==> src/rtl/keypad_scanner_if.sv <==
// ============================================================================
//  Module      : keypad_scanner_if
//  Description : Keypad-side and key-event signals of the 4x4 keypad scanner.
//  Revision    : 1.0 - initial release
// ============================================================================
`default_nettype none

interface keypad_scanner_if;
    logic [3:0] keypad_row_in;
    logic [3:0] keypad_col_out;
    logic [3:0] key_code;
    logic       key_valid;
    logic       key_held;

    modport master (
        input  keypad_row_in,
        output keypad_col_out,
        output key_code,
        output key_valid,
        output key_held
    );

    modport slave (
        output keypad_row_in,
        input  keypad_col_out,
        input  key_code,
        input  key_valid,
        input  key_held
    );
endinterface

`default_nettype wire

==> src/rtl/keypad_scanner.sv <==
// ============================================================================
//  Module      : keypad_scanner
//  Description : Debounced 4x4 matrix-keypad scanner with calculator key codes.
//                Optional auto-repeat enabled by defining KEYPAD_AUTOREPEAT_EN.
//  Revision    : 1.0 - initial release
// ============================================================================
`default_nettype none

module keypad_scanner #(
    parameter int SCAN_DIV     = 1000,
    parameter int DEBOUNCE_CNT = 8,
    parameter int REPEAT_CNT   = 250
) (
    input  wire logic        clk,
    input  wire logic        rst_n,
    keypad_scanner_if.master kp
);

    localparam int c_TICK_W = (SCAN_DIV > 1) ? $clog2(SCAN_DIV) : 1;
    localparam int c_DEB_W  = $clog2(DEBOUNCE_CNT + 1);
    localparam logic [c_TICK_W-1:0] c_TICK_LAST = c_TICK_W'(SCAN_DIV - 1);
    localparam logic [c_DEB_W-1:0]  c_DEB_LAST  = c_DEB_W'(DEBOUNCE_CNT - 1);

    generate
        if (SCAN_DIV < 2 || DEBOUNCE_CNT < 1 || REPEAT_CNT < 1) begin : g_bad_params
            $error("keypad_scanner: SCAN_DIV must be >= 2, DEBOUNCE_CNT and REPEAT_CNT >= 1");
        end
    endgenerate

    typedef enum logic [1:0] {
        ST_SCAN     = 2'd0,
        ST_DEBOUNCE = 2'd1,
        ST_PRESSED  = 2'd2,
        ST_RELEASE  = 2'd3
    } state_t;

    state_t              r_state, w_state_nxt;
    logic [3:0]          r_row_meta, r_row_sync;
    logic [c_TICK_W-1:0] r_tick_cnt;
    logic [1:0]          r_col_idx, w_col_idx_nxt;
    logic [3:0]          r_col_out;
    logic [1:0]          r_row_lat, w_row_lat_nxt;
    logic [c_DEB_W-1:0]  r_deb_cnt, w_deb_cnt_nxt;
    logic [3:0]          r_key_code, w_key_code_nxt;
    logic                r_key_valid, w_key_valid_nxt;
    logic                r_key_held, w_key_held_nxt;

    logic                w_tick;
    logic [3:0]          w_row_low;
    logic                w_one_low;
    logic                w_all_high;
    logic [1:0]          w_row_idx;
    logic                w_same_key;

`ifdef KEYPAD_AUTOREPEAT_EN
    localparam int c_REP_W = (REPEAT_CNT > 1) ? $clog2(REPEAT_CNT) : 1;
    localparam logic [c_REP_W-1:0] c_REP_LAST = c_REP_W'(REPEAT_CNT - 1);
    logic [c_REP_W-1:0]  r_rep_cnt, w_rep_cnt_nxt;
`endif

    // Row and column indices map to the calculator encoding, [row][col].
    function automatic logic [3:0] f_key_map(input logic [1:0] row, input logic [1:0] col);
        logic [3:0] code;
        case ({row, col})
            4'h0:    code = 4'h1;
            4'h1:    code = 4'h2;
            4'h2:    code = 4'h3;
            4'h3:    code = 4'hA;
            4'h4:    code = 4'h4;
            4'h5:    code = 4'h5;
            4'h6:    code = 4'h6;
            4'h7:    code = 4'hB;
            4'h8:    code = 4'h7;
            4'h9:    code = 4'h8;
            4'hA:    code = 4'h9;
            4'hB:    code = 4'hC;
            4'hC:    code = 4'h0;
            4'hD:    code = 4'hF;
            4'hE:    code = 4'hE;
            default: code = 4'hD;
        endcase
        return code;
    endfunction

    assign w_tick     = (r_tick_cnt == c_TICK_LAST);
    assign w_row_low  = ~r_row_sync;
    assign w_one_low  = (w_row_low != 4'h0) && ((w_row_low & (w_row_low - 4'h1)) == 4'h0);
    assign w_all_high = (r_row_sync == 4'hF);
    assign w_same_key = w_one_low && (w_row_idx == r_row_lat);

    always_comb begin
        w_row_idx = 2'd0;
        if (w_row_low[1]) w_row_idx = 2'd1;
        if (w_row_low[2]) w_row_idx = 2'd2;
        if (w_row_low[3]) w_row_idx = 2'd3;
    end

    always_comb begin
        w_state_nxt     = r_state;
        w_col_idx_nxt   = r_col_idx;
        w_row_lat_nxt   = r_row_lat;
        w_deb_cnt_nxt   = r_deb_cnt;
        w_key_code_nxt  = r_key_code;
        w_key_valid_nxt = 1'b0;
        w_key_held_nxt  = r_key_held;
`ifdef KEYPAD_AUTOREPEAT_EN
        w_rep_cnt_nxt   = r_rep_cnt;
`endif
        if (w_tick) begin
            case (r_state)
                ST_SCAN: begin
                    if (w_one_low) begin
                        w_row_lat_nxt = w_row_idx;
                        w_deb_cnt_nxt = '0;
                        w_state_nxt   = ST_DEBOUNCE;
                    end else begin
                        w_col_idx_nxt = r_col_idx + 2'd1;
                    end
                end
                ST_DEBOUNCE: begin
                    if (!w_same_key) begin
                        w_state_nxt   = ST_SCAN;
                        w_col_idx_nxt = r_col_idx + 2'd1;
                    end else begin
                        w_deb_cnt_nxt = r_deb_cnt + 1'b1;
                        if (r_deb_cnt == c_DEB_LAST) begin
                            w_key_code_nxt  = f_key_map(r_row_lat, r_col_idx);
                            w_key_valid_nxt = 1'b1;
                            w_key_held_nxt  = 1'b1;
                            w_state_nxt     = ST_PRESSED;
`ifdef KEYPAD_AUTOREPEAT_EN
                            w_rep_cnt_nxt   = '0;
`endif
                        end
                    end
                end
                ST_PRESSED: begin
                    if (w_all_high) begin
                        w_deb_cnt_nxt = '0;
                        w_state_nxt   = ST_RELEASE;
                    end
`ifdef KEYPAD_AUTOREPEAT_EN
                    else if (r_rep_cnt == c_REP_LAST) begin
                        w_rep_cnt_nxt   = '0;
                        w_key_valid_nxt = 1'b1;
                    end else begin
                        w_rep_cnt_nxt = r_rep_cnt + 1'b1;
                    end
`endif
                end
                default: begin
                    if (w_all_high) begin
                        w_deb_cnt_nxt = r_deb_cnt + 1'b1;
                        if (r_deb_cnt == c_DEB_LAST) begin
                            w_key_held_nxt = 1'b0;
                            w_state_nxt    = ST_SCAN;
                        end
                    end else begin
                        // Key bounced back down: resume holding without a new strobe.
                        w_deb_cnt_nxt = '0;
                        w_state_nxt   = ST_PRESSED;
`ifdef KEYPAD_AUTOREPEAT_EN
                        w_rep_cnt_nxt = '0;
`endif
                    end
                end
            endcase
        end
    end

    always_ff @(posedge clk or negedge rst_n) begin
        if (!rst_n) begin
            r_state     <= ST_SCAN;
            r_row_meta  <= 4'hF;
            r_row_sync  <= 4'hF;
            r_tick_cnt  <= '0;
            r_col_idx   <= 2'd0;
            r_col_out   <= 4'b1110;
            r_row_lat   <= 2'd0;
            r_deb_cnt   <= '0;
            r_key_code  <= 4'h0;
            r_key_valid <= 1'b0;
            r_key_held  <= 1'b0;
        end else begin
            r_state     <= w_state_nxt;
            r_row_meta  <= kp.keypad_row_in;
            r_row_sync  <= r_row_meta;
            r_tick_cnt  <= w_tick ? '0 : r_tick_cnt + 1'b1;
            r_col_idx   <= w_col_idx_nxt;
            r_col_out   <= ~(4'b0001 << w_col_idx_nxt);
            r_row_lat   <= w_row_lat_nxt;
            r_deb_cnt   <= w_deb_cnt_nxt;
            r_key_code  <= w_key_code_nxt;
            r_key_valid <= w_key_valid_nxt;
            r_key_held  <= w_key_held_nxt;
        end
    end

`ifdef KEYPAD_AUTOREPEAT_EN
    always_ff @(posedge clk or negedge rst_n) begin
        if (!rst_n) begin
            r_rep_cnt <= '0;
        end else begin
            r_rep_cnt <= w_rep_cnt_nxt;
        end
    end
`endif

    assign kp.keypad_col_out = r_col_out;
    assign kp.key_code       = r_key_code;
    assign kp.key_valid      = r_key_valid;
    assign kp.key_held       = r_key_held;

endmodule

`default_nettype wire

==> src/flat_wrapper.sv <==
// flat-port wrapper written by rule: the top's interface ports become plain ports
module keypad_scanner_flat 
#(
    parameter int SCAN_DIV     = 1000,
    parameter int DEBOUNCE_CNT = 8,
    parameter int REPEAT_CNT   = 250
)
  (clk, rst_n, kp_keypad_row_in, kp_keypad_col_out, kp_key_code, kp_key_valid, kp_key_held);
  keypad_scanner_if kp_i ();
  input  wire logic clk;
  input  wire logic rst_n;
  input wire logic [$bits(kp_i.keypad_row_in)-1:0] kp_keypad_row_in;
  output wire logic [$bits(kp_i.keypad_col_out)-1:0] kp_keypad_col_out;
  output wire logic [$bits(kp_i.key_code)-1:0] kp_key_code;
  output wire logic [$bits(kp_i.key_valid)-1:0] kp_key_valid;
  output wire logic [$bits(kp_i.key_held)-1:0] kp_key_held;
  assign kp_i.keypad_row_in = kp_keypad_row_in;
  assign kp_keypad_col_out = kp_i.keypad_col_out;
  assign kp_key_code = kp_i.key_code;
  assign kp_key_valid = kp_i.key_valid;
  assign kp_key_held = kp_i.key_held;
  keypad_scanner #(.SCAN_DIV(SCAN_DIV), .DEBOUNCE_CNT(DEBOUNCE_CNT), .REPEAT_CNT(REPEAT_CNT)) u_core (.clk(clk), .rst_n(rst_n), .kp(kp_i));
endmodule
==> config.mk <==
export PLATFORM = sky130hd
export DESIGN_NAME = keypad_scanner_flat
export DESIGN_NICKNAME = d
export VERILOG_FILES = /design/src/rtl/keypad_scanner_if.sv /design/src/rtl/keypad_scanner.sv /design/src/flat_wrapper.sv
export SDC_FILE = /design/constraint.sdc
export NUM_CORES = 1
export LEC_CHECK = 0
export ABC_AREA = 1
export BUFFER_PORTS_ARGS = -buffer_cell sky130_fd_sc_hd__buf_2
export CORE_MARGIN = 2
export CORE_UTILIZATION = 38
export DETAILED_ROUTE_END_ITERATION = 8
export GPL_TIMING_DRIVEN = 0
export PLACE_DENSITY = 0.55
export SYNTH_ARGS = -nofsm -noshare
export SYNTH_HDL_FRONTEND = slang
export SYNTH_SLANG_ARGS = --single-unit
==> constraint.sdc <==
create_clock -name clk -period 1.7 [get_ports clk]
set_input_delay 0.085 -clock clk [delete_from_list [all_inputs] [get_ports clk]]
set_output_delay 0.085 -clock clk [all_outputs]
set_load 0.05 [all_outputs]
# Word-level counts from Yosys, hierarchy flattened
# Memory sizes are Yosys's and may differ from the RTL's. A register that Yosys moved wholly into a read port is not among the register bits.
# Cells that the tools add are included.
# word_totals
ff_bits,34
mem_bits_ro,64
n_memories,1
# op_classes
addsub,4
n_eq_ne,11
shifts,1
n_mux,29
bitwise,4
n_reduce_logical,13
# mem_list
name,depth,word_bits,read_ports,rd_clocked_by_memory_dff,wr,line_no,text
(name not given),16,4,1,1,0,keypad_scanner.sv:64,"case ({row, col})"
# op_table
operator,count
two-way mux 2 bit,11
two-way mux 4 bit,4
one-hot mux 4 bit (3 select lines),1
"adder 10 x 1 -> 10 bit, second input constant",1
"== test 10 bit, second input constant",1
two-way mux 10 bit,1
AND reduction 5 bit,2
two-way mux 1 bit,9
NOT 4 bit,2
AND reduction 4 bit,2
"!= test 2 x 1 -> 1 bit, second input constant",3
one-hot mux 2 bit (3 select lines),1
"!= test 5 bit, second input constant",1
"adder 4 x 1 -> 4 bit, second input constant",1
bitwise AND 4 bit,1
"== test 4 x 3 -> 1 bit, second input constant",1
"== test 4 bit, second input constant",1
zero test 4 bit,1
one-hot mux 2 bit (2 select lines),1
nonzero test 4 bit,1
"<< shifter 1 x 2 -> 4 bit, first input constant",1
"subtractor 4 x 1 -> 4 bit, second input constant",1
"!= test 3 bit, second input constant",1
AND reduction 3 bit,1
other kinds (11),12

# Longest topological paths before layout
# depth
depth_word,11
depth_mapped,12
mapped_depth_nobuf,12

# Worst setup path before layout
# OpenSTA, ideal clock, no wires.
# synth_path
path_kind,reg-to-reg
startpoint,register u_core.r_row_sync[3]
endpoint,register u_core.r_key_code[1] (netlist: u_core.kp.key_code[1])
setup_time_ps,122
arrival_time_ps,1312
required_time_ps,1578
setup_slack_ps,266
path_stages_with_launch,10
path_cell_list,dfstp_2 > nand2_2 > nor2_1 > nor2_1 > nor2_4 > nand2_2 > inv_2 > nand3_1 > nand2_1 > o21ai_1
# synth_via
elab_chain_cells,7
elab_cells_between_ends,10
classes_between,add/sub: 1; eq/ne: 1; mux: 1; bitwise: 2; reduce/logical: 5
# synth_lines
item,line_no,text
"start, declared",keypad_scanner.sv:38,"logic [3:0] r_row_meta, r_row_sync;"
"start signal, assigned",keypad_scanner.sv:187,r_row_sync <= r_row_meta;
NOT 4 bit *,keypad_scanner.sv:86,assign w_row_low = ~r_row_sync;
subtractor 4 x 1 -> 4 bit,keypad_scanner.sv:87,assign w_one_low = (w_row_low != 4'h0) && ((w_row_low & (w_row_low - 4'h1)) == 4'h0);
bitwise AND 4 bit,keypad_scanner.sv:87,
zero test 4 bit,keypad_scanner.sv:87,
logical AND 1 bit,keypad_scanner.sv:87,
logical AND 1 bit *,keypad_scanner.sv:89,assign w_same_key = w_one_low && (w_row_idx == r_row_lat);
AND reduction 4 bit (no source line) *,-,
"end, declared",keypad_scanner.sv:44,"logic [3:0] r_key_code, w_key_code_nxt;"
# Every way passes the cells marked *; elsewhere a longest branch is shown, timed or not.
# A chain may end at the register's enable or synchronous reset.

# Final worst setup path
# Ends and elaborated chain as after synthesis.

==> out/metrics.yaml <==
status: "finished, final reports clean"
die_x_um: 75.1
avgSynthCellArea_um2: 8.28
io_buffers: 15
grt_max_degree: 39
startpoint_type: "flop"
maxCapViolCount: 0
max_stage_delay_ns: 0.58
stdcell_count: 327
ys_warn_count: 0
crit_type: "reg -> reg"
leakage_nw: 1.10
cpMaxStageDelayCell: "dfstp_2"
fillCellCount: 478
seq_area_frac_synth_pct: 50.2
postLayoutCoreUtil_pct: 46.7
antenna_found_initial: 0
cp_data_arrival_time_ns: 1.73
n_antenna_cell: 0
grt.overflow.total: 0
worstPathMaxFanout: 6
ios: 16
rows: 25
nets: 270
clock_path_buffers: 2
synth_nets: 243
dp_hpwl_um: 2470
cts_tree: "built"
gp_congestion: 0.792
p_total_w: 0.00163
start_util_pct: 40.1
postRouteWirelength_um: 3340
r2r.worst_path.cells: 9
dr.pass1.iters: 4
slew_headroom_pct: 43.9
clk_latency_ns: 0.29
power_density_nw_per_um2: 728
cts_root_buffer: "clkbuf_8"
hold_slack_ns: 0.356
post_cts_buffers: 0
h-tree-depth: 2
wl_per_cell_um: 10.2
synth.ff_latch_count: 38
final_common_cell: "nand2_1"
path_depth: 9
slew_violations: 0
core_um2: 4790
fmax_mhz: 647
setup_viol: 0
die_h_um: 75.1
fp.dieArea_um2: 5640
grt_pass1_vias: 1312
dp.cells: 314
synth_cells: 232
critPathTopFamily: "simple AND/OR/NAND/NOR gates"
placedInstanceArea_um2: 2080
period_share_pct: 91.0
min_path_type: "reg -> reg"
hold_viol_final: 0
cp-end-kind: "flop"
clkSinkCount: 38
max_slew.worst_pin.slew_ns: 0.841
holdPathStages: 0
vias: 1469
synth_area_um2: 1920
grt_pass1_wl_um: 5730
drc: 0
clkSlewWorstSetupHoldPaths_ns: 0.08
fin_area_um2: 2230
grtUsageTotal_pct: 13.5
required_ns: 1.88
worstPathCellList: "nand2_2 > nor2_1 > nor2_1 > nor2_4 > nand2_2 > inv_2 > nand3_1 > nand2_1 > o21ai_1"
numCtsBuffers: 5
fin_skew_ns: 0.00842
drive_gt1_share_pct: 22.3
avgViaCountPerCell: 4.49
syn_to_final_growth_pct: 16.3
critical_path_buf_inv_count: 1
synth.distinct_cells: 28
first_iter_violations: 104
ant_nets: 0
min_period_ns: 1.55
layout_common_cells: "nand2_1, dfrtp_1, inv_1, nor2_1, buf_2"
vdd_drop_max_uv: 417
-- what timing repair did --
action	4_1_cts	5_1_grt
hold buffers	5	0
setup endpoints to repair	0	6
gates resized for setup	0	3
hold endpoints to repair	31	0
-- worst register-to-register path, cell delays in order, from the launching register on --
cell	delay, ns
dfstp_2	0.58
nand2_2	0.10
nor2_1	0.11
nor2_1	0.07
nor2_4	0.15
nand2_2	0.11
inv_2	0.09
nand3_1	0.11
nand2_1	0.08
o21ai_1	0.05
-- metal layers --
layer	vias up	part of all wire (%)	GRT usage [%]
met1	655	51	18.1
met4	0	1.7	4.76
met3	7	4.1	4.82
met5	-	0	0
met2	21	43	20.1
li1	786	-	-
-- power by group --
part | switching [W] | internal (W) | total (W)
registers | 0.00000623 | 0.000922 | 0.000928
logic | 0.0000449 | 0.0000232 | 0.0000681
clock network | 0.000304 | 0.000327 | 0.000631
total | 0.000355 | 0.00127 | 0.00163
-- flip-flops by register name (all words and copies together), names as in the netlist --
signal,count
u_core.r_row_sync,4
u_core.kp.key_code,4
u_core.r_row_lat,2
u_core.r_deb_cnt,4
u_core.kp.key_valid,1
u_core.r_state,2
u_core.r_row_meta,4
u_core.kp.key_held,1
u_core.kp.keypad_col_out,4
u_core.r_col_idx,2
u_core.r_tick_cnt,10
-- cell families after synthesis --
kind of cell	count (synthesis)	share of synthesized area, %
XOR/XNOR	4	1.82
AND/OR/NAND/NOR	126	30.9
AO/OA/AOI/OAI	25	7.04
adder cells (fa/ha/maj)	5	3.26
buffers and inverters	34	6.71
flip-flops	38	50.2
-- area by class of cell --
type,instances,area [um^2],share of cell area [%]
Clock buffer,7,86.3,3.87
Multi-Input combinational cell,160,837,37.5
Clock inverter,1,5.00,0.224
Inverter,33,126,5.66
Timing Repair Buffer,20,125,5.60
Buffer,1,5.00,0.224
Tap cell,67,83.8,3.75
Sequential cell,38,965,43.2
-- synth_stat cells --
master	number	area, um^2
nand3_1	13	65.1
a21oi_1	8	40.0
a211oi_1	2	15.0
nand4_1	1	6.26
o21ai_1	7	35.0
nand3_2	1	10.0
xor2_1	3	26.3
nand2_4	3	33.8
dfrtp_1	27	676
nor4_1	1	6.26
o21bai_1	1	7.51
nor3_1	3	15.0
ha_1	5	62.6
o22ai_1	1	6.26
nor3b_1	1	7.51
nor2_1	26	97.6
a31oi_1	1	6.26
nand2_2	7	43.8
dfstp_2	11	289
xnor2_1	1	8.76
buf_2	1	5.00
nand3_4	2	35.0
nor2_4	2	22.5
inv_1	25	93.8
nand2_1	65	244
inv_2	8	30.0
nand3b_1	1	7.51
o21ai_0	5	25.0
-- metrics by stage --
step                setup WS, ns  setup TNS (ns)
CTS                       0.0817               0
detailed placement         0.103               0
floorplan                  0.266               0
global route             -0.0122         -0.0245
global placement          0.0900               0
finish                     0.153               0
-- worst paths after layout --
kind / from / end / slack [ns]
worst min register to register: u_core.r_row_meta[0] / u_core.r_row_sync[0] / 0.36
worst max-delay path: u_core.r_row_sync[3] / u_core.kp.key_code[1] / 0.15
max in group asynchronous: rst_n / u_core.r_row_lat[0] / 0.72
worst max register to register: u_core.r_row_sync[3] / u_core.kp.key_code[1] / 0.15
worst min-delay path: u_core.r_row_meta[0] / u_core.r_row_sync[0] / 0.36
min in group asynchronous: rst_n / u_core.kp.key_valid / 0.44
Power figures use the tool's default switching activity.
